<file path="src/rtl/aesl_deadlock_param_monitor_if.sv">
// Bundle of monitor inputs (per-instance idle/block, AXIS stall, control) and
// deadlock report outputs for one kernel-level deadlock monitor.
interface aesl_deadlock_param_monitor_if #(
  parameter int unsigned NUM_INST = 4,
  parameter int unsigned NUM_AXIS = 2,
  parameter int unsigned CNT_W    = 8
);
  localparam int unsigned IDX_W = (NUM_INST > 1) ? $clog2(NUM_INST) : 1;

  logic                en;
  logic                clr;
  logic [NUM_INST-1:0] inst_idle_sigs;
  logic [NUM_INST-1:0] inst_block_sigs;
  logic [NUM_AXIS-1:0] axis_block_sigs;
  logic                kernel_block;
  logic                kernel_block_pulse;
  logic [NUM_INST-1:0] block_snapshot;
  logic [IDX_W-1:0]    first_blocked_idx;
  logic [CNT_W-1:0]    block_event_cnt;

  modport master (
    output en, clr, inst_idle_sigs, inst_block_sigs, axis_block_sigs,
    input  kernel_block, kernel_block_pulse, block_snapshot, first_blocked_idx, block_event_cnt
  );

  modport slave (
    input  en, clr, inst_idle_sigs, inst_block_sigs, axis_block_sigs,
    output kernel_block, kernel_block_pulse, block_snapshot, first_blocked_idx, block_event_cnt
  );
endinterface

</file>
<file path="src/rtl/aesl_deadlock_param_monitor.sv">
// Kernel-level deadlock detector: declares BLOCKED once an internal-deadlock
// condition persists for TIMEOUT samples, with snapshot, culprit index and event count.
module aesl_deadlock_param_monitor #(
  parameter int unsigned NUM_INST = 4,
  parameter int unsigned NUM_AXIS = 2,
  parameter int unsigned TIMEOUT  = 16,
  parameter int unsigned STICKY   = 1,
  parameter int unsigned CNT_W    = 8
) (
  input logic                          kernel_monitor_clock,
  input logic                          kernel_monitor_reset_n,
  aesl_deadlock_param_monitor_if.slave mon
);
  localparam int unsigned IDX_W = (NUM_INST > 1) ? $clog2(NUM_INST) : 1;
  localparam int unsigned TMR_W = (TIMEOUT > 1) ? $clog2(TIMEOUT) : 1;
  localparam logic [TMR_W-1:0] TMR_LAST = TMR_W'(TIMEOUT - 1);
  localparam logic [CNT_W-1:0] CNT_MAX  = '1;

  localparam logic [1:0] ST_MONITOR = 2'd0;
  localparam logic [1:0] ST_SUSPECT = 2'd1;
  localparam logic [1:0] ST_BLOCKED = 2'd2;

  logic [1:0]          state_q;
  logic [1:0]          state_d;
  logic [TMR_W-1:0]    timer_q;
  logic [TMR_W-1:0]    timer_d;
  logic                cond_c;
  logic                entry_c;
  logic [IDX_W-1:0]    low_idx_c;
  logic                block_q;
  logic                pulse_q;
  logic [NUM_INST-1:0] snap_q;
  logic [IDX_W-1:0]    idx_q;
  logic [CNT_W-1:0]    cnt_q;

  // Internal deadlock: all instances idle or blocked, at least one blocked, no external stall.
  assign cond_c = mon.en
                & (&(mon.inst_idle_sigs | mon.inst_block_sigs))
                & (|mon.inst_block_sigs)
                & ~(|mon.axis_block_sigs);

  // Lowest set index of the blocked vector (scan from the top so the lowest wins).
  always_comb begin
    low_idx_c = '0;
    for (int i = NUM_INST - 1; i >= 0; i--) begin
      if (mon.inst_block_sigs[i]) low_idx_c = IDX_W'(i);
    end
  end

  // Persistence filter next-state; a clear on the would-be entry edge suppresses entry.
  always_comb begin
    state_d = state_q;
    timer_d = timer_q;
    entry_c = 1'b0;
    case (state_q)
      ST_MONITOR: begin
        timer_d = '0;
        if (cond_c) begin
          if (TIMEOUT == 1) begin
            if (!mon.clr) begin
              state_d = ST_BLOCKED;
              entry_c = 1'b1;
            end
          end else begin
            state_d = ST_SUSPECT;
            timer_d = TMR_W'(1);
          end
        end
      end
      ST_SUSPECT: begin
        if (!cond_c) begin
          state_d = ST_MONITOR;
          timer_d = '0;
        end else if (timer_q == TMR_LAST) begin
          if (!mon.clr) begin
            state_d = ST_BLOCKED;
            timer_d = '0;
            entry_c = 1'b1;
          end
        end else begin
          timer_d = timer_q + TMR_W'(1);
        end
      end
      ST_BLOCKED: begin
        timer_d = '0;
        if (!mon.en || mon.clr || ((STICKY == 0) && !cond_c)) state_d = ST_MONITOR;
      end
      default: begin
        state_d = ST_MONITOR;
        timer_d = '0;
      end
    endcase
  end

  always_ff @(posedge kernel_monitor_clock or negedge kernel_monitor_reset_n) begin
    if (!kernel_monitor_reset_n) begin
      state_q <= ST_MONITOR;
      timer_q <= '0;
    end else begin
      state_q <= state_d;
      timer_q <= timer_d;
    end
  end

  // Report registers: captured on entry, zeroed by clr, count saturates.
  always_ff @(posedge kernel_monitor_clock or negedge kernel_monitor_reset_n) begin
    if (!kernel_monitor_reset_n) begin
      block_q <= 1'b0;
      pulse_q <= 1'b0;
      snap_q  <= '0;
      idx_q   <= '0;
      cnt_q   <= '0;
    end else begin
      block_q <= (state_d == ST_BLOCKED);
      pulse_q <= entry_c;
      if (entry_c) begin
        snap_q <= mon.inst_block_sigs;
        idx_q  <= low_idx_c;
        if (cnt_q != CNT_MAX) cnt_q <= cnt_q + CNT_W'(1);
      end else if (mon.clr) begin
        snap_q <= '0;
        idx_q  <= '0;
      end
    end
  end

  assign mon.kernel_block       = block_q;
  assign mon.kernel_block_pulse = pulse_q;
  assign mon.block_snapshot     = snap_q;
  assign mon.first_blocked_idx  = idx_q;
  assign mon.block_event_cnt    = cnt_q;
endmodule

</file>
<file path="src/flat_wrapper.sv">
// flat-port wrapper written by rule: the top's interface ports become plain ports
module aesl_deadlock_param_monitor_flat 
#(
  parameter int unsigned NUM_INST = 4,
  parameter int unsigned NUM_AXIS = 2,
  parameter int unsigned TIMEOUT  = 16,
  parameter int unsigned STICKY   = 1,
  parameter int unsigned CNT_W    = 8
)
  (kernel_monitor_clock, kernel_monitor_reset_n, mon_en, mon_clr, mon_inst_idle_sigs, mon_inst_block_sigs, mon_axis_block_sigs, mon_kernel_block, mon_kernel_block_pulse, mon_block_snapshot, mon_first_blocked_idx, mon_block_event_cnt);
  aesl_deadlock_param_monitor_if #(.NUM_INST(NUM_INST), .NUM_AXIS(NUM_AXIS), .CNT_W(CNT_W)) mon_i ();
  input logic kernel_monitor_clock;
  input logic kernel_monitor_reset_n;
  input wire logic [$bits(mon_i.en)-1:0] mon_en;
  input wire logic [$bits(mon_i.clr)-1:0] mon_clr;
  input wire logic [$bits(mon_i.inst_idle_sigs)-1:0] mon_inst_idle_sigs;
  input wire logic [$bits(mon_i.inst_block_sigs)-1:0] mon_inst_block_sigs;
  input wire logic [$bits(mon_i.axis_block_sigs)-1:0] mon_axis_block_sigs;
  output wire logic [$bits(mon_i.kernel_block)-1:0] mon_kernel_block;
  output wire logic [$bits(mon_i.kernel_block_pulse)-1:0] mon_kernel_block_pulse;
  output wire logic [$bits(mon_i.block_snapshot)-1:0] mon_block_snapshot;
  output wire logic [$bits(mon_i.first_blocked_idx)-1:0] mon_first_blocked_idx;
  output wire logic [$bits(mon_i.block_event_cnt)-1:0] mon_block_event_cnt;
  assign mon_i.en = mon_en;
  assign mon_i.clr = mon_clr;
  assign mon_i.inst_idle_sigs = mon_inst_idle_sigs;
  assign mon_i.inst_block_sigs = mon_inst_block_sigs;
  assign mon_i.axis_block_sigs = mon_axis_block_sigs;
  assign mon_kernel_block = mon_i.kernel_block;
  assign mon_kernel_block_pulse = mon_i.kernel_block_pulse;
  assign mon_block_snapshot = mon_i.block_snapshot;
  assign mon_first_blocked_idx = mon_i.first_blocked_idx;
  assign mon_block_event_cnt = mon_i.block_event_cnt;
  aesl_deadlock_param_monitor #(.NUM_INST(NUM_INST), .NUM_AXIS(NUM_AXIS), .TIMEOUT(TIMEOUT), .STICKY(STICKY), .CNT_W(CNT_W)) u_core (.kernel_monitor_clock(kernel_monitor_clock), .kernel_monitor_reset_n(kernel_monitor_reset_n), .mon(mon_i));
endmodule
</file>
<file path="config.mk">
export PLATFORM = sky130hd
export DESIGN_NAME = aesl_deadlock_param_monitor_flat
export DESIGN_NICKNAME = d
export VERILOG_FILES = /design/src/rtl/aesl_deadlock_param_monitor_if.sv /design/src/rtl/aesl_deadlock_param_monitor.sv /design/src/flat_wrapper.sv
export SDC_FILE = /design/constraint.sdc
export NUM_CORES = 1
export LEC_CHECK = 0
export BUFFER_PORTS_ARGS = -buffer_cell sky130_fd_sc_hd__buf_2
export CORE_MARGIN = 5
export CORE_UTILIZATION = 54
export CTS_CLUSTER_SIZE = 24
export DETAILED_ROUTE_END_ITERATION = 7
export PLACE_DENSITY = 0.82
export SLEW_MARGIN = 20
export SYNTH_ARGS = -nofsm -noshare
export SYNTH_HDL_FRONTEND = slang
export SYNTH_SLANG_ARGS = --single-unit
</file>
<file path="constraint.sdc">
create_clock -name kernel_monitor_clock -period 5.05 [get_ports kernel_monitor_clock]
set_input_delay 0.7575 -clock kernel_monitor_clock [delete_from_list [all_inputs] [get_ports kernel_monitor_clock]]
set_output_delay 0.7575 -clock kernel_monitor_clock [all_outputs]
set_load 0.02 [all_outputs]
</file>
==> summary.txt, run 1 <==
Outcome = finished, final reports clean
Worst Setup Slack post-DPL = 2.49 ns
Overflow left after global routing = 0
Initial antenna violation count = 0
Port buffer count = 29
Crit path cell chain = ha_1 > nand3_2 > nor3b_4 > nand4_4 > nor4_2 > mux2_1
Worst Skew = 0.00704 ns
RSZ-0062 raised after global routing = false
Filler cells = 176
Library cells used by synthesis = 32
CTS tree = done
Hold-fix buffers, CTS = 0
Ranking of synthesized cells by area = dfrtp_1, nand3b_1, xor2_1
R2R Path Start = u_core.timer_q[0]
Least-Margin Pin Slew = 0.476 ns
Critical Path AT = 2.45 ns
Dominant cell by count in the synthesized netlist = dfrtp_1
Die height = 55 um
CP Capture Type = flop
Slowest cell delay on critical path = 0.41 ns
Mapped Area = 0.00109 mm2
H-tree levels = 1
Skew-Pair Late Insertion Delay = 0.31 ns
Critical R2R Capture = u_core.mon.block_event_cnt[7]
Footprint of the multi-input gates = 502 um2
WL final = 1970 um
Ant diodes = 0
Synthesized net count = 115
Setup CP Type = reg2reg
Static leakage = 0.000669 uW
Register bit total from synthesis = 22
Crit path max-delay family = simple AND/OR/NAND/NOR gates
Flop2flop setup slack = 2.80 ns
# clock sinks = 22
Startpoint Class = flop
Layout cells sized above 1 = 32.8%
Final net count = 146
Clock Tree Root = clkbuf_4
Final ANT Viol Nets = 0
Initial DRC count = 5
Drt via density = 5.39
Post-synth top cells = dfrtp_1, nand2_1
Upper clock frequency limit = 444 MHz
Critical-path top delay cell = dfrtp_1
Post-CTS Setup Inserts = 0
Hpwl dp = 1560 um
Total negative slack = 0 ns
Peak VDD IR = 0.000175 V
Die ar. = 0.00303 mm2
Starting Density = 56.3%
Share of the synthesized area in the top cell type = 50.3%
Top_reg_cell synth = dfrtp_1
DR vias = 835
Residual DRC count = 0
Slew Limit Fails = 0
CP bufs+invs = 0
Crit path required time = 5.24 ns
Cells after Synth = 99
Slew margin rel. = 68.2%
Fin crit share = 44.6%
Crit path to = u_core.mon.block_event_cnt[7]
Post-route minimum period = 2.25 ns
Syn Area/Cell = 11.0 um2
P per Cell Area = 212 mW/mm2
Std cell rows = 16
Largest area contributor in the netlist = dfrtp_1
Die width = 55 um
Pin count of the biggest net entering global routing = 24
Synth warn = 0
Worst-path clk slew = 0.11 ns
CP Depth = 6
Gpl congestion = 0.722
Max Cap Viol = 0
Register area share after synthesis = 50.3%
Wire per inst = 12.7 um
Ports = 30
Router iterations before antenna repair = 4
Layout area overhead = 16.7%
Clk buf depth = 2
Post-CTS resize count = 0
Fin. Hold Viols = 0
Worst reg2reg path depth = 6
PnR worst setup slack = 2.80 ns
CP Launch Point = u_core.timer_q[0]
Count of flip-flops with a built-in enable after synthesis = 0
First-pass GRT wire length = 3300 um
Crit Path Max Fanout = 23
Final setup vio count = 0
Vias in the first global route = 788
All-Layer GR Usage = 15.5%
Async set-reset flop share out of synthesis = 100%
Number of CTS-inserted buffers = 3
Core area = 0.00194 mm2
Worst min path class = in2async
Reg area = 551 um2
registers in the layout, summed over array words and instances, names as in the netlist:
signal                         count
u_core.state_q                     2
u_core.mon.block_event_cnt         8
u_core.mon.first_blocked_idx       2
u_core.mon.kernel_block            1
u_core.mon.block_snapshot          4
u_core.timer_q                     4
u_core.mon.kernel_block_pulse      1
area by class of cell:
class / count / share of cell area (%)
Timing Repair Buffer: 29 / 11.4
Multi-Input combinational cell: 68 / 39.3
Sequential cell: 22 / 43.1
Inverter: 6 / 1.76
Tap cell: 27 / 2.65
Clock buffer: 3 / 1.76
metrics by stage:
step           hold slack, ns  util [%]  std cells  power [uW]  area [um2]
3_5_place_dp            0.487      64.6        152         197        1250
5_1_grt                 0.420      65.7        155         281        1280
3_3_place_gp            0.475      64.6        152         197        1250
4_1_cts                 0.398      65.7        155         273        1280
2_1_floorplan           0.454         -         99         187        1090
6_report                0.389      65.7        155         271        1280
layer usage:
metal  track usage (%)  vias to the layer above  wire length, um
met5                 0                        -                0
li1                  -                      416                -
met2              27.2                       28              914
met1              18.1                      386              854
met4              7.29                        0               37
met3              2.95                        5              166
logic make-up (layout without fill, tap and decap cells):
kind of cell | Yosys count | in the layout | synth area share, %
and+or+nand+nor | 41 | 41 | 26.5
muxes | 4 | 4 | 3.89
AOI/OAI and AO/OA | 16 | 16 | 9.15
buffers and inverters | 9 | 38 | 3.78
DFF | 22 | 22 | 50.3
xor gates and xnor gates | 5 | 5 | 4.00
adders and majority gates | 2 | 2 | 2.29
how the worst min path moves through the flow:
stage / from / to
floorplan: u_core.state_q[0] / u_core.timer_q[0]
global placement: u_core.mon.block_event_cnt[4] / u_core.mon.block_event_cnt[4]
detailed placement: u_core.mon.block_event_cnt[4] / u_core.mon.block_event_cnt[4]
CTS: kernel_monitor_reset_n / u_core.mon.block_event_cnt[3]
global route: kernel_monitor_reset_n / u_core.mon.block_event_cnt[6]
finish: kernel_monitor_reset_n / u_core.mon.block_event_cnt[3]
power breakdown:
| group | switching [uW] | internal, uW | leakage (uW) | total [uW] |
|---|---|---|---|---|
| Clock | 49.8 | 27.9 | 0.0000138 | 77.7 |
| Combinational | 10.1 | 6.45 | 0.000353 | 16.6 |
| Sequential | 0.373 | 176 | 0.000302 | 177 |
cells in the final DEF (no fill, tap or decap), types with 2 or more instances in the layout:
cell type	count
nor2_1	6
xor2_1	5
o22ai_1	2
o21ai_1	5
dfrtp_1	22
inv_1	6
clkbuf_4	3
nand4_1	2
nor3_2	2
nand3b_1	6
mux2i_1	2
o21ai_0	2
a21oi_1	2
nand2_1	9
buf_2	29
nor4_2	2
ha_1	2
nand3_1	6
mux2_1	2
(Power assumes the default switching activity.)
==> inputs of run 2 (changes only) <==
--- a/config.mk
+++ b/config.mk
@@ -7,10 +7,10 @@
 export LEC_CHECK = 0
 export BUFFER_PORTS_ARGS = -buffer_cell sky130_fd_sc_hd__buf_2
 export CORE_MARGIN = 5
-export CORE_UTILIZATION = 54
+export CORE_UTILIZATION = 50
 export CTS_CLUSTER_SIZE = 24
 export DETAILED_ROUTE_END_ITERATION = 7
-export PLACE_DENSITY = 0.82
+export PLACE_DENSITY = 0.77
 export SLEW_MARGIN = 20
 export SYNTH_ARGS = -nofsm -noshare
 export SYNTH_HDL_FRONTEND = slang
==> constraint.sdc (replaced) <==
create_clock -name kernel_monitor_clock -period 2.2 [get_ports kernel_monitor_clock]
set_input_delay 0.33 -clock kernel_monitor_clock [delete_from_list [all_inputs] [get_ports kernel_monitor_clock]]
set_output_delay 0.33 -clock kernel_monitor_clock [all_outputs]
set_load 0.02 [all_outputs]
==> run 2 against run 1 <==
Register-to-register slack got worse by 2.5 ns. Sequential share of layout area fell by 1.1 points. Clock-buffer cell count did not move. Combinational power rose by 140%. Worst setup slack got worse by 2.5 ns. Maximum frequency rose by 16%. Non-clock buffer count rose by 4. Sequential power rose by 130%. Largest cell class unchanged. Wire length rose by 4.5%. Hold slack got worse by 0.14 ns.
==> summary.txt, run 2 (same netlist as run 1, synthesis figures left out) <==
WL final = 2060 um
Wire per inst = 12.9 um
Post-route minimum period = 1.95 ns
Filler cells = 188
Gpl congestion = 0.731
Ports = 30
Post-CTS resize count = 0
Final setup vio count = 0
Critical-path top delay cell = dfrtp_1
Router iterations before antenna repair = 3
Final ANT Viol Nets = 0
Switching part of the total power = 22.3%
Starting Density = 50.9%
Std cell rows = 17
Die ar. = 0.00322 mm2
Die height = 56.8 um
Logic pwr share = 6.4%
Final Core Density = 61.0%
Worst Skew = 0.00479 ns
Residual DRC count = 0
Layout area overhead = 19.8%
Least-Margin Pin Slew = 0.468 ns
Startpoint Class = flop
Static leakage = 0.000687 uW
DR vias = 872
Port buffer count = 29
Total negative slack = 0 ns
All-Layer GR Usage = 14.2%
R2R Path Start = u_core.timer_q[0]
P per Cell Area = 476 mW/mm2
Commonest non-fill, non-tap cells in the layout = buf_2, dfrtp_1, nand2_1
Max reg flops = 8
Worst reg2reg path depth = 6
Worst-path clk slew = 0.12 ns
Critical Path AT = 2.15 ns
Crit path required time = 2.40 ns
Pin count of the biggest net entering global routing = 23
Hpwl dp = 1610 um
Skew-Pair Late Insertion Delay = 0.30 ns
Flop2flop setup slack = 0.25 ns
Overflow left after global routing = 0
Upper clock frequency limit = 513 MHz
Outcome = finished, final reports clean
CP Capture Type = flop
Seq pwr share = 65.0%
Initial DRC count = 10
Die width = 56.8 um
Ant diodes = 0
Vias in the first global route = 852
Sw power = 139 uW
# clock sinks = 22
Int Power = 485 uW
RSZ-0062 raised after global routing = false
Clock power share = 28.6%
Fin. Hold Viols = 0
Peak VDD IR = 0.000371 V
Final net count = 150
Number of CTS-inserted buffers = 3
Setup CP Type = reg2reg
Worst Hold Launch = mon_inst_block_sigs[0]
Fin crit share = 88.7%
Slowest cell delay on critical path = 0.41 ns
Slew margin rel. = 68.7%
CP Launch Point = u_core.timer_q[0]
Drt via density = 5.45
Worst Setup Slack post-DPL = 0.242 ns
Worst min path class = in2reg
First-pass GRT wire length = 3620 um
Slew Limit Fails = 0
Crit path cell chain = ha_1 > nand3_2 > nor3b_4 > nand4_4 > nor4_2 > mux2_1
Clk buf depth = 2
Initial antenna violation count = 0
Crit Path Max Fanout = 5
PnR worst setup slack = 0.249 ns
Max Cap Viol = 0
H-tree levels = 1
Layout cells sized above 1 = 34.1%
Clock Tree Root = clkbuf_4
Worst Hold Depth = 2
CTS tree = done
Core area = 0.00215 mm2
Commonest non-fill, non-tap cell in the layout = buf_2
[run 2: cell count changes in the layout (fill, tap and decap cells not counted), sizes merged]
| cell | previous run | this run |
|---|---|---|
| buf | 29 | 32 |
| dlygate4sd3 | 0 | 1 |
[run 2: critical path, delay by kind of cell, from the launching register on]
kind / cells / cell delay (ns)
and+or+nand+nor: 4 / 0.82
muxes: 1 / 0.34
DFF: 1 / 0.41
adders and majority gates: 1 / 0.27
[run 2: metal layers]
layer  wire, um  part of all wire, %  GRT usage, %  up-vias
met1        977                   47          19.2      421
met2        897                   44          20.6       26
met3        150                  7.3          4.14        4
li1           -                    -             -      421
met5          0                    0             0        -
met4         35                  1.7          6.95        0
[run 2: layout make-up]
| cell class | instances | area (um2) | area share, % |
|---|---|---|---|
| Clock buffer | 3 | 22.5 | 1.72 |
| Inverter | 6 | 22.5 | 1.72 |
| Sequential cell | 22 | 551 | 42.0 |
| Timing Repair Buffer | 33 | 178 | 13.6 |
| Multi-Input combinational cell | 68 | 502 | 38.3 |
| Tap cell | 28 | 35.0 | 2.67 |
[run 2: power groups by stage]
stage          Clock (uW)  Combinational (uW)  Sequential (uW)
2_1_floorplan           0                14.5              414
3_3_place_gp            0                38.7              414
3_5_place_dp            0                39.7              414
4_1_cts               182                40.9              406
5_1_grt               206                45.5              406
6_report              178                39.9              406
[run 2: stage by stage]
stage / instance area, um2 / std cells / hold WS (ns) / total power (uW)
3_5_place_dp: 1280 / 156 / 0.319 / 453
2_1_floorplan: 1090 / 99 / 0.0344 / 428
3_3_place_gp: 1280 / 156 / 0.317 / 452
4_1_cts: 1310 / 160 / 0.243 / 629
6_report: 1310 / 160 / 0.246 / 624
5_1_grt: 1310 / 160 / 0.228 / 658
[run 2: timing repair]
item / CTS / global route
hold endpoints to repair: 22 / 0
hold buffers: 1 / 0
setup buffers: 0 / 0
[run 2: worst paths after layout]
kind | end
worst min-delay path | u_core.mon.first_blocked_idx[0]
min in group asynchronous | u_core.mon.block_event_cnt[4]
worst min register to register | u_core.mon.block_event_cnt[4]
worst max-delay path | u_core.mon.block_event_cnt[7]
worst max register to register | u_core.mon.block_event_cnt[7]
max in group asynchronous | u_core.mon.block_event_cnt[1]
==> inputs of run 3 (changes only) <==
--- a/config.mk
+++ b/config.mk
@@ -7,10 +7,10 @@
 export LEC_CHECK = 0
 export BUFFER_PORTS_ARGS = -buffer_cell sky130_fd_sc_hd__buf_2
 export CORE_MARGIN = 5
-export CORE_UTILIZATION = 50
+export CORE_UTILIZATION = 54
 export CTS_CLUSTER_SIZE = 24
 export DETAILED_ROUTE_END_ITERATION = 7
-export PLACE_DENSITY = 0.77
+export PLACE_DENSITY = 0.82
 export SLEW_MARGIN = 20
 export SYNTH_ARGS = -nofsm -noshare
 export SYNTH_HDL_FRONTEND = slang
==> constraint.sdc (replaced) <==
create_clock -name kernel_monitor_clock -period 2.5 [get_ports kernel_monitor_clock]
set_input_delay 0.375 -clock kernel_monitor_clock [delete_from_list [all_inputs] [get_ports kernel_monitor_clock]]
set_output_delay 0.375 -clock kernel_monitor_clock [all_outputs]
set_load 0.02 [all_outputs]
==> run 3 against run 2 <==
Hold slack worse by 0.24 ns. Worst setup slack better by 0.13 ns. Cell count shrank 1.9%. Non-clock buffer count shrank 3. Wire length up 5.6%. Die area shrank 6.1%. Critical path type unchanged.
==> summary.txt, run 3 (same netlist as run 1, synthesis figures left out) <==
Dpl cells = 153
Fin. Hold Viols = 0
RSZ-0062 raised after global routing = false
Initial antenna violation count = 0
Int Power = 532 uW
Total negative slack = 0 ns
H-tree levels = 1
Router iterations before antenna repair = 4
First-pass GRT wire length = 3760 um
Post-CTS resize count = 0
DP Area = 0.00126 mm2
Die width = 55 um
CTS tree = done
Die height = 55 um
Gpl congestion = 0.703
Number of CTS-inserted buffers = 3
Std cell rows = 16
Wire per inst = 13.9 um
Worst reg2reg path depth = 6
DR vias = 900
Ports = 30
Startpoint Class = flop
R2R Path Start = u_core.timer_q[1]
Initial DRC count = 14
Worst min path class = in2async
Layout area overhead = 20.1%
Hold-fix buffers, CTS = 0
Static leakage = 0.000687 uW
Clock Tree Root = clkbuf_4
Pin count of the biggest net entering global routing = 23
Footprint of the multi-input gates = 502 um2
Finished Cell Area = 0.00131 mm2
Non-Filler Instances = 157
Post-CTS Setup Inserts = 0
Crit Path Max Fanout = 9
Max Cap Viol = 0
Outcome = finished, final reports clean
Seq pwr share = 54.0%
Port buffer count = 29
Layout cells sized above 1 = 33.8%
Power Total = 661 uW
Final setup vio count = 0
Slew margin rel. = 68.5%
Reg area = 551 um2
Worst Setup Slack post-DPL = 0.409 ns
Residual DRC count = 0
Switching part of the total power = 19.6%
Core area = 0.00194 mm2
Filler cells = 165
Peak VDD IR = 0.000413 V
Overflow left after global routing = 0
Max reg flops = 8
Critical Path AT = 2.32 ns
WL final = 2180 um
Upper clock frequency limit = 471 MHz
P per Cell Area = 503 mW/mm2
Post-route minimum period = 2.12 ns
PnR worst setup slack = 0.378 ns
Starting Density = 56.3%
Least-Margin Pin Slew = 0.473 ns
CP Capture Type = flop
Clock power share = 40.8%
Worst-path clk slew = 0.12 ns
Logic pwr share = 5.2%
Setup CP Type = reg2reg
Critical R2R Capture = u_core.mon.block_event_cnt[7]
# clock sinks = 22
All-Layer GR Usage = 17.5%
Vias in the first global route = 863
Commonest non-fill, non-tap cell in the layout = buf_2
Fin crit share = 84.9%
Worst Skew = 0.00531 ns
Final net count = 147
Commonest non-fill, non-tap cells in the layout = buf_2, dfrtp_1, nand2_1
Flop2flop setup slack = 0.38 ns
Skew-Pair Late Insertion Delay = 0.30 ns
Drt via density = 5.73
Slew Limit Fails = 0
Clk buf depth = 2
Final ANT Viol Nets = 0
Crit path required time = 2.70 ns
Ant diodes = 0
Sw power = 130 uW
Die ar. = 0.00303 mm2
## run 3: changes by cell type in the layout (fill, tap and decap cells not counted), sizes merged
cell	before	now
buf	32	30
bufinv	0	1
dlygate4sd3	1	0
## run 3: cell type report
type	instances	area share (%)
Multi-Input combinational cell	68	38.2
Clock inverter	1	2.29
Inverter	6	1.71
Sequential cell	22	41.9
Tap cell	27	2.57
Timing Repair Buffer	30	11.6
Clock buffer	3	1.71
## run 3: layer usage
layer | GRT usage (%) | up-vias | wire length [um] | share of wire [%]
met2 | 29.1 | 48 | 1040 | 48
met1 | 22.7 | 427 | 909 | 42
li1 | - | 413 | - | -
met3 | 3.22 | 12 | 178 | 8.2
met5 | 0 | - | 0 | 0
met4 | 6.07 | 0 | 46 | 2.1
## run 3: critical path: stages, from the launching register on
cell     delay [ns]
dfrtp_1        0.43
ha_1           0.30
nand3_2        0.14
nor3b_4        0.26
nand4_4        0.19
nor4_2         0.34
mux2_1         0.34
## run 3: metrics by stage
step                      util (%)  hold WS (ns)
final                         67.7       0.00354
after global routing          67.7        0.0239
after CTS                     67.7        0.0149
after detailed placement      64.9         0.363
after global placement        64.9         0.361
after floorplan                  -        0.0794
## run 3: how the worst max path moves through the flow
stage                                 start                             to  slack [ns]  cells past startpoint
after floorplan           u_core.timer_q[0]  u_core.mon.block_event_cnt[7]        0.63                      6
after global placement    u_core.timer_q[0]  u_core.mon.block_event_cnt[7]        0.51                      6
after detailed placement  u_core.timer_q[0]  u_core.mon.block_event_cnt[7]        0.41                      6
after CTS                 u_core.timer_q[0]  u_core.mon.block_event_cnt[7]        0.36                      6
after global routing      u_core.timer_q[0]  u_core.mon.block_event_cnt[7]        0.22                      6
final                     u_core.timer_q[1]  u_core.mon.block_event_cnt[7]        0.38                      6
## run 3: power groups by stage
stage / Clock, uW / Combinational [uW] / Sequential, uW
after floorplan: 0 / 12.8 / 364
after global placement: 0 / 33.8 / 364
after detailed placement: 0 / 34.6 / 364
after CTS: 273 / 34.6 / 357
after global routing: 292 / 38.2 / 358
final: 270 / 34.2 / 357
